--- src/rtl/instr_fetch_pkg.sv ---
// Shared fetch-stage definitions: RV32 opcodes used by fetch/decode/control, the NOP word
// shown on an empty IF/ID register, and the fetch FSM state encoding.
package instr_fetch_pkg;

  localparam logic [6:0] OPC_RT  = 7'b0110011;
  localparam logic [6:0] OPC_IT  = 7'b0010011;
  localparam logic [6:0] OPC_LW  = 7'b0000011;
  localparam logic [6:0] OPC_SW  = 7'b0100011;
  localparam logic [6:0] OPC_BEQ = 7'b1100011;

  // addi x0,x0,0
  localparam logic [31:0] NOP_WORD = 32'h00000013;

  typedef enum logic {
    S_REQ  = 1'b0,
    S_WAIT = 1'b1
  } fetch_state_e;

endpackage

--- src/rtl/instr_fetch_skid_buf.sv ---
// One-entry {pc, instr} holding slot for a fetched word that decode could not take yet.
// Latency 1 cycle write-to-full; clear wins over write, write wins over read.
module instr_fetch_skid_buf #(
  parameter int XLEN = 32
) (
  input  logic            clk,
  input  logic            rst,
  input  logic            wr_en,
  input  logic [XLEN-1:0] wr_pc,
  input  logic [31:0]     wr_instr,
  input  logic            rd_en,
  input  logic            clr,
  output logic            full,
  output logic [XLEN-1:0] rd_pc,
  output logic [31:0]     rd_instr
);

  logic            full_q, full_d;
  logic [XLEN-1:0] pc_q, pc_d;
  logic [31:0]     instr_q, instr_d;

  always_comb begin
    full_d  = full_q;
    pc_d    = pc_q;
    instr_d = instr_q;
    if (clr) begin
      full_d = 1'b0;
    end else if (wr_en) begin
      full_d  = 1'b1;
      pc_d    = wr_pc;
      instr_d = wr_instr;
    end else if (rd_en) begin
      full_d = 1'b0;
    end
  end

  always_ff @(posedge clk) begin
    if (rst) begin
      full_q  <= 1'b0;
      pc_q    <= '0;
      instr_q <= '0;
    end else begin
      full_q  <= full_d;
      pc_q    <= pc_d;
      instr_q <= instr_d;
    end
  end

  assign full     = full_q;
  assign rd_pc    = pc_q;
  assign rd_instr = instr_q;

endmodule

--- src/rtl/instr_fetch.sv ---
// Fetch stage: owns the PC, keeps one imem read outstanding, registers words into IF/ID.
// Accept-to-if_valid = rsp latency + 1; decode stall parks one word in the skid, branch flushes.
module instr_fetch
  import instr_fetch_pkg::*;
#(
  parameter int              XLEN      = 32,
  parameter logic [XLEN-1:0] RESET_PC  = '0,
  parameter logic [31:0]     NOP_INSTR = NOP_WORD
) (
  input  logic            clk,
  input  logic            rst,
  output logic            imem_req_valid,
  input  logic            imem_req_ready,
  output logic [XLEN-1:0] imem_addr,
  input  logic            imem_rsp_valid,
  input  logic [31:0]     imem_rsp_data,
  input  logic            branch_taken,
  input  logic [XLEN-1:0] branch_target,
  input  logic            stall,
  output logic            if_valid,
  output logic [XLEN-1:0] if_pc,
  output logic [31:0]     if_instr,
  output logic [6:0]      if_opcode
);

  fetch_state_e    state_q, state_d;
  logic [XLEN-1:0] pc_q, pc_d;
  logic            kill_q, kill_d;
  logic            if_valid_q, if_valid_d;
  logic [XLEN-1:0] if_pc_q, if_pc_d;
  logic [31:0]     if_instr_q, if_instr_d;

  logic            skid_full, skid_wr, skid_rd, skid_clr;
  logic [XLEN-1:0] skid_pc;
  logic [31:0]     skid_instr;
  logic            req_fire, rsp_load;

  // A parked word must drain before another fetch can be issued.
  assign imem_req_valid = !rst && (state_q == S_REQ) && !skid_full;
  assign imem_addr      = pc_q;
  assign req_fire       = imem_req_valid && imem_req_ready;

  always_comb begin
    state_d    = state_q;
    pc_d       = pc_q;
    kill_d     = kill_q;
    if_valid_d = if_valid_q;
    if_pc_d    = if_pc_q;
    if_instr_d = if_instr_q;
    skid_wr    = 1'b0;
    skid_rd    = 1'b0;
    skid_clr   = 1'b0;
    rsp_load   = 1'b0;

    if (branch_taken) begin
      pc_d       = branch_target & ~XLEN'(3);
      if_valid_d = 1'b0;
      if_instr_d = NOP_INSTR;
      skid_clr   = 1'b1;
      if (state_q == S_REQ) begin
        if (req_fire) begin
          state_d = S_WAIT;
          kill_d  = 1'b1;
        end
      end else if (imem_rsp_valid) begin
        state_d = S_REQ;
        kill_d  = 1'b0;
      end else begin
        kill_d = 1'b1;
      end
    end else begin
      if (state_q == S_REQ) begin
        if (req_fire) state_d = S_WAIT;
      end else if (imem_rsp_valid) begin
        state_d = S_REQ;
        if (kill_q) begin
          kill_d = 1'b0;
        end else begin
          pc_d = pc_q + XLEN'(4);
          if (!if_valid_q || !stall) begin
            rsp_load   = 1'b1;
            if_valid_d = 1'b1;
            if_pc_d    = pc_q;
            if_instr_d = imem_rsp_data;
          end else begin
            skid_wr = 1'b1;
          end
        end
      end

      // Decode took the current word (or IF/ID was empty): refill from skid or go empty.
      if (!stall && !rsp_load) begin
        if (skid_full) begin
          skid_rd    = 1'b1;
          if_valid_d = 1'b1;
          if_pc_d    = skid_pc;
          if_instr_d = skid_instr;
        end else begin
          if_valid_d = 1'b0;
          if_instr_d = NOP_INSTR;
        end
      end
    end
  end

  always_ff @(posedge clk) begin
    if (rst) begin
      state_q    <= S_REQ;
      pc_q       <= RESET_PC;
      kill_q     <= 1'b0;
      if_valid_q <= 1'b0;
      if_pc_q    <= RESET_PC;
      if_instr_q <= NOP_INSTR;
    end else begin
      state_q    <= state_d;
      pc_q       <= pc_d;
      kill_q     <= kill_d;
      if_valid_q <= if_valid_d;
      if_pc_q    <= if_pc_d;
      if_instr_q <= if_instr_d;
    end
  end

  instr_fetch_skid_buf #(.XLEN(XLEN)) u_skid (
    .clk      (clk),
    .rst      (rst),
    .wr_en    (skid_wr),
    .wr_pc    (pc_q),
    .wr_instr (imem_rsp_data),
    .rd_en    (skid_rd),
    .clr      (skid_clr),
    .full     (skid_full),
    .rd_pc    (skid_pc),
    .rd_instr (skid_instr)
  );

  assign if_valid  = if_valid_q;
  assign if_pc     = if_pc_q;
  assign if_instr  = if_instr_q;
  assign if_opcode = if_instr_q[6:0];

endmodule

--- config.mk ---
export PLATFORM = sky130hd
export DESIGN_NAME = instr_fetch
export DESIGN_NICKNAME = d
export VERILOG_FILES = /design/src/rtl/instr_fetch_pkg.sv /design/src/rtl/instr_fetch_skid_buf.sv /design/src/rtl/instr_fetch.sv
export SDC_FILE = /design/constraint.sdc
export NUM_CORES = 1
export LEC_CHECK = 0
export CAP_MARGIN = 15
export CORE_UTILIZATION = 45
export CTS_BUF_LIST = sky130_fd_sc_hd__clkbuf_4 sky130_fd_sc_hd__clkbuf_8
export CTS_CLUSTER_DIAMETER = 100
export CTS_CLUSTER_SIZE = 24
export DETAILED_ROUTE_END_ITERATION = 6
export HOLD_SLACK_MARGIN = 0.03
export PLACE_DENSITY = 0.8
export SLEW_MARGIN = 5
export SYNTH_ARGS = -nofsm -noshare
export SYNTH_HDL_FRONTEND = slang
export SYNTH_HIERARCHICAL = 1
export SYNTH_SLANG_ARGS = --single-unit
--- constraint.sdc ---
create_clock -name clk -period 3.1 [get_ports clk]
set_input_delay 0.93 -clock clk [delete_from_list [all_inputs] [get_ports clk]]
set_output_delay 0.93 -clock clk [all_outputs]
set_load 0.05 [all_outputs]
==> impl_results.md, run 1 <==
- PortBufs: 170
- Slew Limit Fails: 0
- CP peak stage delay: 0.91 ns
- Setup Fix Bufs, Post-CTS: 0
- RSZ-0062 raised after global routing: false
- Netlist Area Pre-Place: 0.008030 mm2
- DIE HEIGHT: 135.6 um
- Top cells by area, synth: dfxtp_1 40%, nand4bb_1 9.0%, o21ai_2 6.5%
- DRC: 0
- DR iter-0 viols: 549
- Root Driver: clkbuf_8
- Setup-failing EPs final: 0
- Worst-Margin Slew: 1.136 ns
- Layout Cells excl Fill: 1237
- Routed Antenna Nets: 0
- Final hold slack: 0.4672 ns
- Worst-path cell chain: clkdlybuf4s50_1
- Layout cells sized above 1: 14.03%
- Pwr Density: 448.3 mW/mm2
- Crit-path slowest cell: clkdlybuf4s50_1
- Power consumption: 4.578 mW
- DIE WIDTH: 135.6 um
- Routed vias: 7249
- Cell Rows: 48
- Pin count of the biggest net entering global routing: 138
- Cells after Synth: 872
- Post-CTS sizing: 0
- Clock buffer depth: 2
- Bufs and invs on worst path: 1
- Most used DFF post-synth: dfxtp_1
- N_diodes: 0
- Startpoint Class: register
- Max Clock Skew: 0.01176 ns
- Pre-CTS setup slack: -0.01951 ns
- Clk slew on worst S/H paths: 0.09 ns
- Num Clock Sinks: 162
- F_max: 340.6 MHz
- Ys Warns: 6
- Arr. time, crit path: 2.01 ns
- Sequential area share after synthesis: 40.39%
- Fillers: 1554
- Min-Delay Path Class: register to register
- Leakage: 3.435 nW
- Register bit total from synthesis: 162
- Final Hold Viols: 0
- Dpl hpwl: 14600 um
- CP max FO: 12
- Global-route wire length before repair: 35270 um
- Initial Utilization: 46.27%
- WL/cell: 17.96 um
- Worst EP required: 2.17 ns
- Fraction of registers with async set or reset after synthesis: 0%
- Status: complete, no violations
- Vias in the first global route: 6776
- Post-layout util: 58.84%
- GRT Util Overall: 24.11%
- Core area: 0.01736 mm2
- Critical path class: register to output port
- Post-CTS Hold Fix Bufs: 0
- Area leader, netlist: dfxtp_1
- Worst setup EP type: output port
- Max Cap Viol: 0
- Die ar.: 0.01838 mm2
- Clock Latency Late Sink: 0.45 ns
- Crit path time final: 2.936 ns
- Crit path max-delay family: buffers and inverters
- Slew margin rel.: 24.27%
- Fin crit share: 94.72%
- Share of the synthesized area in the top cell type: 40.39%
- VDD IR max: 0.0002627 V
- Clock buffer count from CTS: 17
- Congestion Overflow GR: 0
- Post-synth EDFFs: 0
- Final nets: 1071
- Vias/cell: 5.860
- Antenna violations before repair: 0
- RePlAce Congestion: 0.7964
- Pre-Repair DR Iteration Count: 5
- Syn-to-layout area delta: 27.17%
- TritonCTS clock tree: built
- # IOs: 175
- Syn Area/Cell: 9.209 um2
- CTS H-Tree Depth: 4
- Fin worst setup slack: 0.1636 ns
- Post-Place Cells: 1206
- Count of different cell masters after synthesis: 52
- Total Routed Length: 22220 um
[metal layers]
| layer | track usage [%] | vias up | share of wire (%) |
|---|---|---|---|
| met4 | 11.05 | 0 | 3.1 |
| met5 | 0 | - | 0 |
| li1 | - | 3513 | - |
| met3 | 3.704 | 44 | 4.2 |
| met2 | 37.81 | 219 | 47 |
| met1 | 32.42 | 3473 | 45 |
[tightest hold or removal path, delay by kind of cell (launching register included)]
family / cells / cell delay (ns)
buf+inv: 1 / 0.04
flops: 1 / 0.31
compound gates: 1 / 0.06
[where the power goes]
group          leakage (nW)  internal, mW  switching (mW)
clock network         0.208         0.848           0.778
logic                  1.91         0.302           0.440
registers              1.32          2.13          0.0755
[cells in the mapped netlist, types with 2 or more instances]
library cell,n
nor2_1,58
nand2b_1,66
or4_1,4
buf_12,6
a311oi_1,13
nor4_1,38
buf_6,4
a211oi_1,11
nand2_1,24
buf_4,11
or4_4,2
or3_1,10
a21o_1,10
nor3b_1,3
nand3_1,31
xnor2_1,8
o221ai_1,3
o21a_1,2
o31a_1,6
o21ai_2,60
a221oi_1,52
inv_1,32
nor2b_1,4
a21oi_1,20
buf_1,2
and4_1,5
o22ai_1,21
clkbuf_1,57
and3_1,2
o21ai_0,22
nor3_1,6
nand4_1,9
nand4bb_1,64
a2111oi_0,3
dfxtp_1,162
o31ai_1,2
buf_2,20
o21ai_1,5
[layout make-up]
cell class	instances	area [um2]	share of cell area (%)
flip-flops and latches	162	3243	31.76
repair buffers	206	2027	19.85
clock buffers	21	276.5	2.708
well taps	225	281.5	2.757
inverters	33	123.9	1.213
clock inverters	10	133.9	1.311
multi-input cells	580	4126	40.41
[cell usage in the layout (no fill, tap or decap), types with 21 or more instances in the layout]
cell type,instances
o21ai_2,61
dfxtp_1,162
buf_4,34
inv_1,32
a221oi_1,52
nor4_1,38
nand2_1,24
nand2b_1,66
nor2_1,57
o22ai_1,21
nand3_1,31
o21ai_0,22
clkdlybuf4s50_1,167
nand4bb_1,64
[flip-flops by register name (all words and copies together), names as in the netlist]
| name | flops |
|---|---|
| kill_q | 1 |
| u_skid/rd_pc | 32 |
| if_pc | 32 |
| if_valid | 1 |
| if_instr | 32 |
| imem_addr | 30 |
| u_skid/full | 1 |
| state_q | 1 |
| u_skid/rd_instr | 32 |
[logic make-up (layout without fill, tap and decap cells)]
family	count (synthesis)	count (layout)	share of synthesized area, %
fa+ha+maj	1	1	0.1558
compound gates	232	232	22.06
mux	1	1	0.1247
simple gates	333	333	27.61
other cells	1	4	0.04670
xor+xnor	9	9	0.9817
buf+inv	133	270	8.632
flops	162	162	40.39
[path summary, 6_finish.rpt]
kind,start,to,slack [ns],cells past startpoint
max,imem_addr[17]$_SDFFE_PP0P_,imem_addr[17],0.16,1
min reg2reg,if_pc[31]$_SDFFE_PP0N_,if_pc[31]$_SDFFE_PP0N_,0.47,2
max reg2reg,imem_addr[2]$_SDFFE_PP0P_,imem_addr[24]$_SDFFE_PP0P_,0.62,5
min,if_pc[31]$_SDFFE_PP0N_,if_pc[31]$_SDFFE_PP0N_,0.47,2
[through the flow]
stage          area (um2)  setup TNS (ns)
4_1_cts             10210               0
3_3_place_gp         9802               0
6_report            10210               0
3_5_place_dp         9802        -0.01951
5_1_grt             10210               0
2_1_floorplan        8046               0
(Power assumes the default switching activity.)
==> run 2: changes to the inputs <==
--- a/config.mk
+++ b/config.mk
@@ -6,6 +6,7 @@
 export NUM_CORES = 1
 export LEC_CHECK = 0
 export CAP_MARGIN = 15
+export CORE_MARGIN = 3
 export CORE_UTILIZATION = 45
 export CTS_BUF_LIST = sky130_fd_sc_hd__clkbuf_4 sky130_fd_sc_hd__clkbuf_8
 export CTS_CLUSTER_DIAMETER = 100
==> impl_results.md, run 2 (synthesis gave the netlist of run 1 again) <==
- N_diodes: 0
- Critical path class: register to output port
- PortBufs: 170
- Slew margin rel.: 32.51%
- Final Hold Viols: 0
- Most common cell after layout, fill and taps aside: clkdlybuf4s50_1
- CTS H-Tree Depth: 4
- Total Routed Length: 22800 um
- CP peak stage delay: 0.91 ns
- Routed Antenna Nets: 0
- Layout Cells excl Fill: 1236
- Max Cap Viol: 0
- Worst EP required: 2.17 ns
- Core area: 0.01736 mm2
- Switching pwr: 1.296 mW
- Root Driver: clkbuf_8
- Crit path max-delay family: buffers and inverters
- Syn-to-layout area delta: 28.45%
- Bufs and invs on worst path: 1
- DRC: 0
- Combinational power share: 15.5%
- Global-route wire length before repair: 36230 um
- Post-CTS sizing: 0
- Min-Delay Path Class: register to register
- Pin count of the biggest net entering global routing: 129
- Sw Ratio: 26.91%
- Vias in the first global route: 6896
- # IOs: 175
- Startpoint Class: register
- Num Clock Sinks: 162
- Setup-failing EPs final: 0
- Max Clock Skew: 0.009539 ns
- F_max: 342.0 MHz
- WL/cell: 18.44 um
- Vias/cell: 5.928
- Worst setup EP type: output port
- Worst path depth: 1
- Clock buffer depth: 2
- Worst-path cell chain: clkdlybuf4s50_1
- Slew Limit Fails: 0
- Clock buffer count from CTS: 17
- Fin worst setup slack: 0.1757 ns
- Dpl hpwl: 14820 um
- DIE HEIGHT: 139.6 um
- Post-Place Cells: 1204
- Congestion Overflow GR: 0
- Pwr Density: 467.0 mW/mm2
- Clock Latency Late Sink: 0.47 ns
- Status: complete, no violations
- RePlAce Congestion: 0.8000
- Initial Utilization: 46.27%
- DR iter-0 viols: 631
- Layout cells sized above 1: 13.95%
- Most frequent cells in the layout: 167 x clkdlybuf4s50_1, 162 x dfxtp_1, 66 x nand2b_1, 64 x nand4bb_1, 61 x o21ai_2
- Clock Power Share: 38.6%
- Clk slew on worst S/H paths: 0.09 ns
- RSZ-0062 raised after global routing: false
- Antenna violations before repair: 0
- Routed vias: 7327
- VDD IR max: 0.0002696 V
- Arr. time, crit path: 1.99 ns
- Worst r2r path cells: 5
- Post-CTS Hold Fix Bufs: 0
- Int Power: 3.521 mW
- Cell Rows: 48
- Sequential share of power: 45.9%
- Pre-Repair DR Iteration Count: 5
- GRT Util Overall: 22.67%
- Power consumption: 4.817 mW
- CP max FO: 12
- Final nets: 1069
- Worst-Margin Slew: 1.012 ns
- DIE WIDTH: 139.6 um
- Crit-path slowest cell: clkdlybuf4s50_1
- Leakage: 3.481 nW
- Crit path time final: 2.924 ns
- TritonCTS clock tree: built
- Setup Fix Bufs, Post-CTS: 0
- Hold Path Stages: 2
- Fin crit share: 94.33%
- Final hold slack: 0.4550 ns
- Die ar.: 0.01948 mm2
- Pre-CTS setup slack: -0.01968 ns
[run 2: path summary, 6_finish.rpt]
| kind | slack [ns] | from | to |
|---|---|---|---|
| setup / recovery | 0.18 | imem_addr[17]$_SDFFE_PP0P_ | imem_addr[17] |
| hold / removal | 0.46 | u_skid/rd_pc[1]$_SDFFE_PP0P_ | if_pc[1]$_SDFFE_PP0N_ |
| setup reg to reg | 0.69 | imem_addr[2]$_SDFFE_PP0P_ | imem_addr[20]$_SDFFE_PP0P_ |
| hold reg to reg | 0.46 | u_skid/rd_pc[1]$_SDFFE_PP0P_ | if_pc[1]$_SDFFE_PP0N_ |
[run 2: per-stage QoR]
step                      cell area [um2]  utilization, %  setup TNS (ns)
after floorplan                      8046               -               0
after global placement               9837           56.68       -0.007951
after detailed placement             9837           56.68        -0.01968
after CTS                           10310           59.43               0
after global routing                10310           59.43               0
final                               10310           59.43               0
[run 2: cell type report]
cell class / count / area, um2
Multi-Input combinational cell: 580 / 4126
Tap cell: 225 / 281.5
Sequential cell: 162 / 3243
Fill cell: 1519 / 7042
Clock inverter: 11 / 207.7
Clock buffer: 21 / 270.3
Inverter: 33 / 123.9
Timing Repair Buffer: 204 / 2062
[run 2: routing by layer]
layer | part of all wire (%) | vias up | GRT usage, %
met1 | 43 | 3505 | 29.52
li1 | - | 3514 | -
met3 | 5.8 | 51 | 4.708
met5 | 0 | - | 0
met4 | 3.2 | 0 | 9.332
met2 | 48 | 257 | 36.79
[run 2: power by group through the flow]
stage	Clock, mW	Combinational, mW	Sequential, mW
finish	1.86	0.746	2.21
global route	1.97	0.789	2.22
CTS	1.88	0.747	2.21
detailed placement	0	0.744	2.26
global placement	0	0.737	2.26
floorplan	0	0.286	2.42
==> run 3: changes to the inputs <==
--- a/config.mk
+++ b/config.mk
@@ -12,6 +12,7 @@
 export CTS_CLUSTER_DIAMETER = 100
 export CTS_CLUSTER_SIZE = 24
 export DETAILED_ROUTE_END_ITERATION = 6
+export GPL_ROUTABILITY_DRIVEN = 0
 export HOLD_SLACK_MARGIN = 0.03
 export PLACE_DENSITY = 0.8
 export SLEW_MARGIN = 5
==> results of run 3 <==
No change in the layout: final DEF, timing and power equal those of run 2.
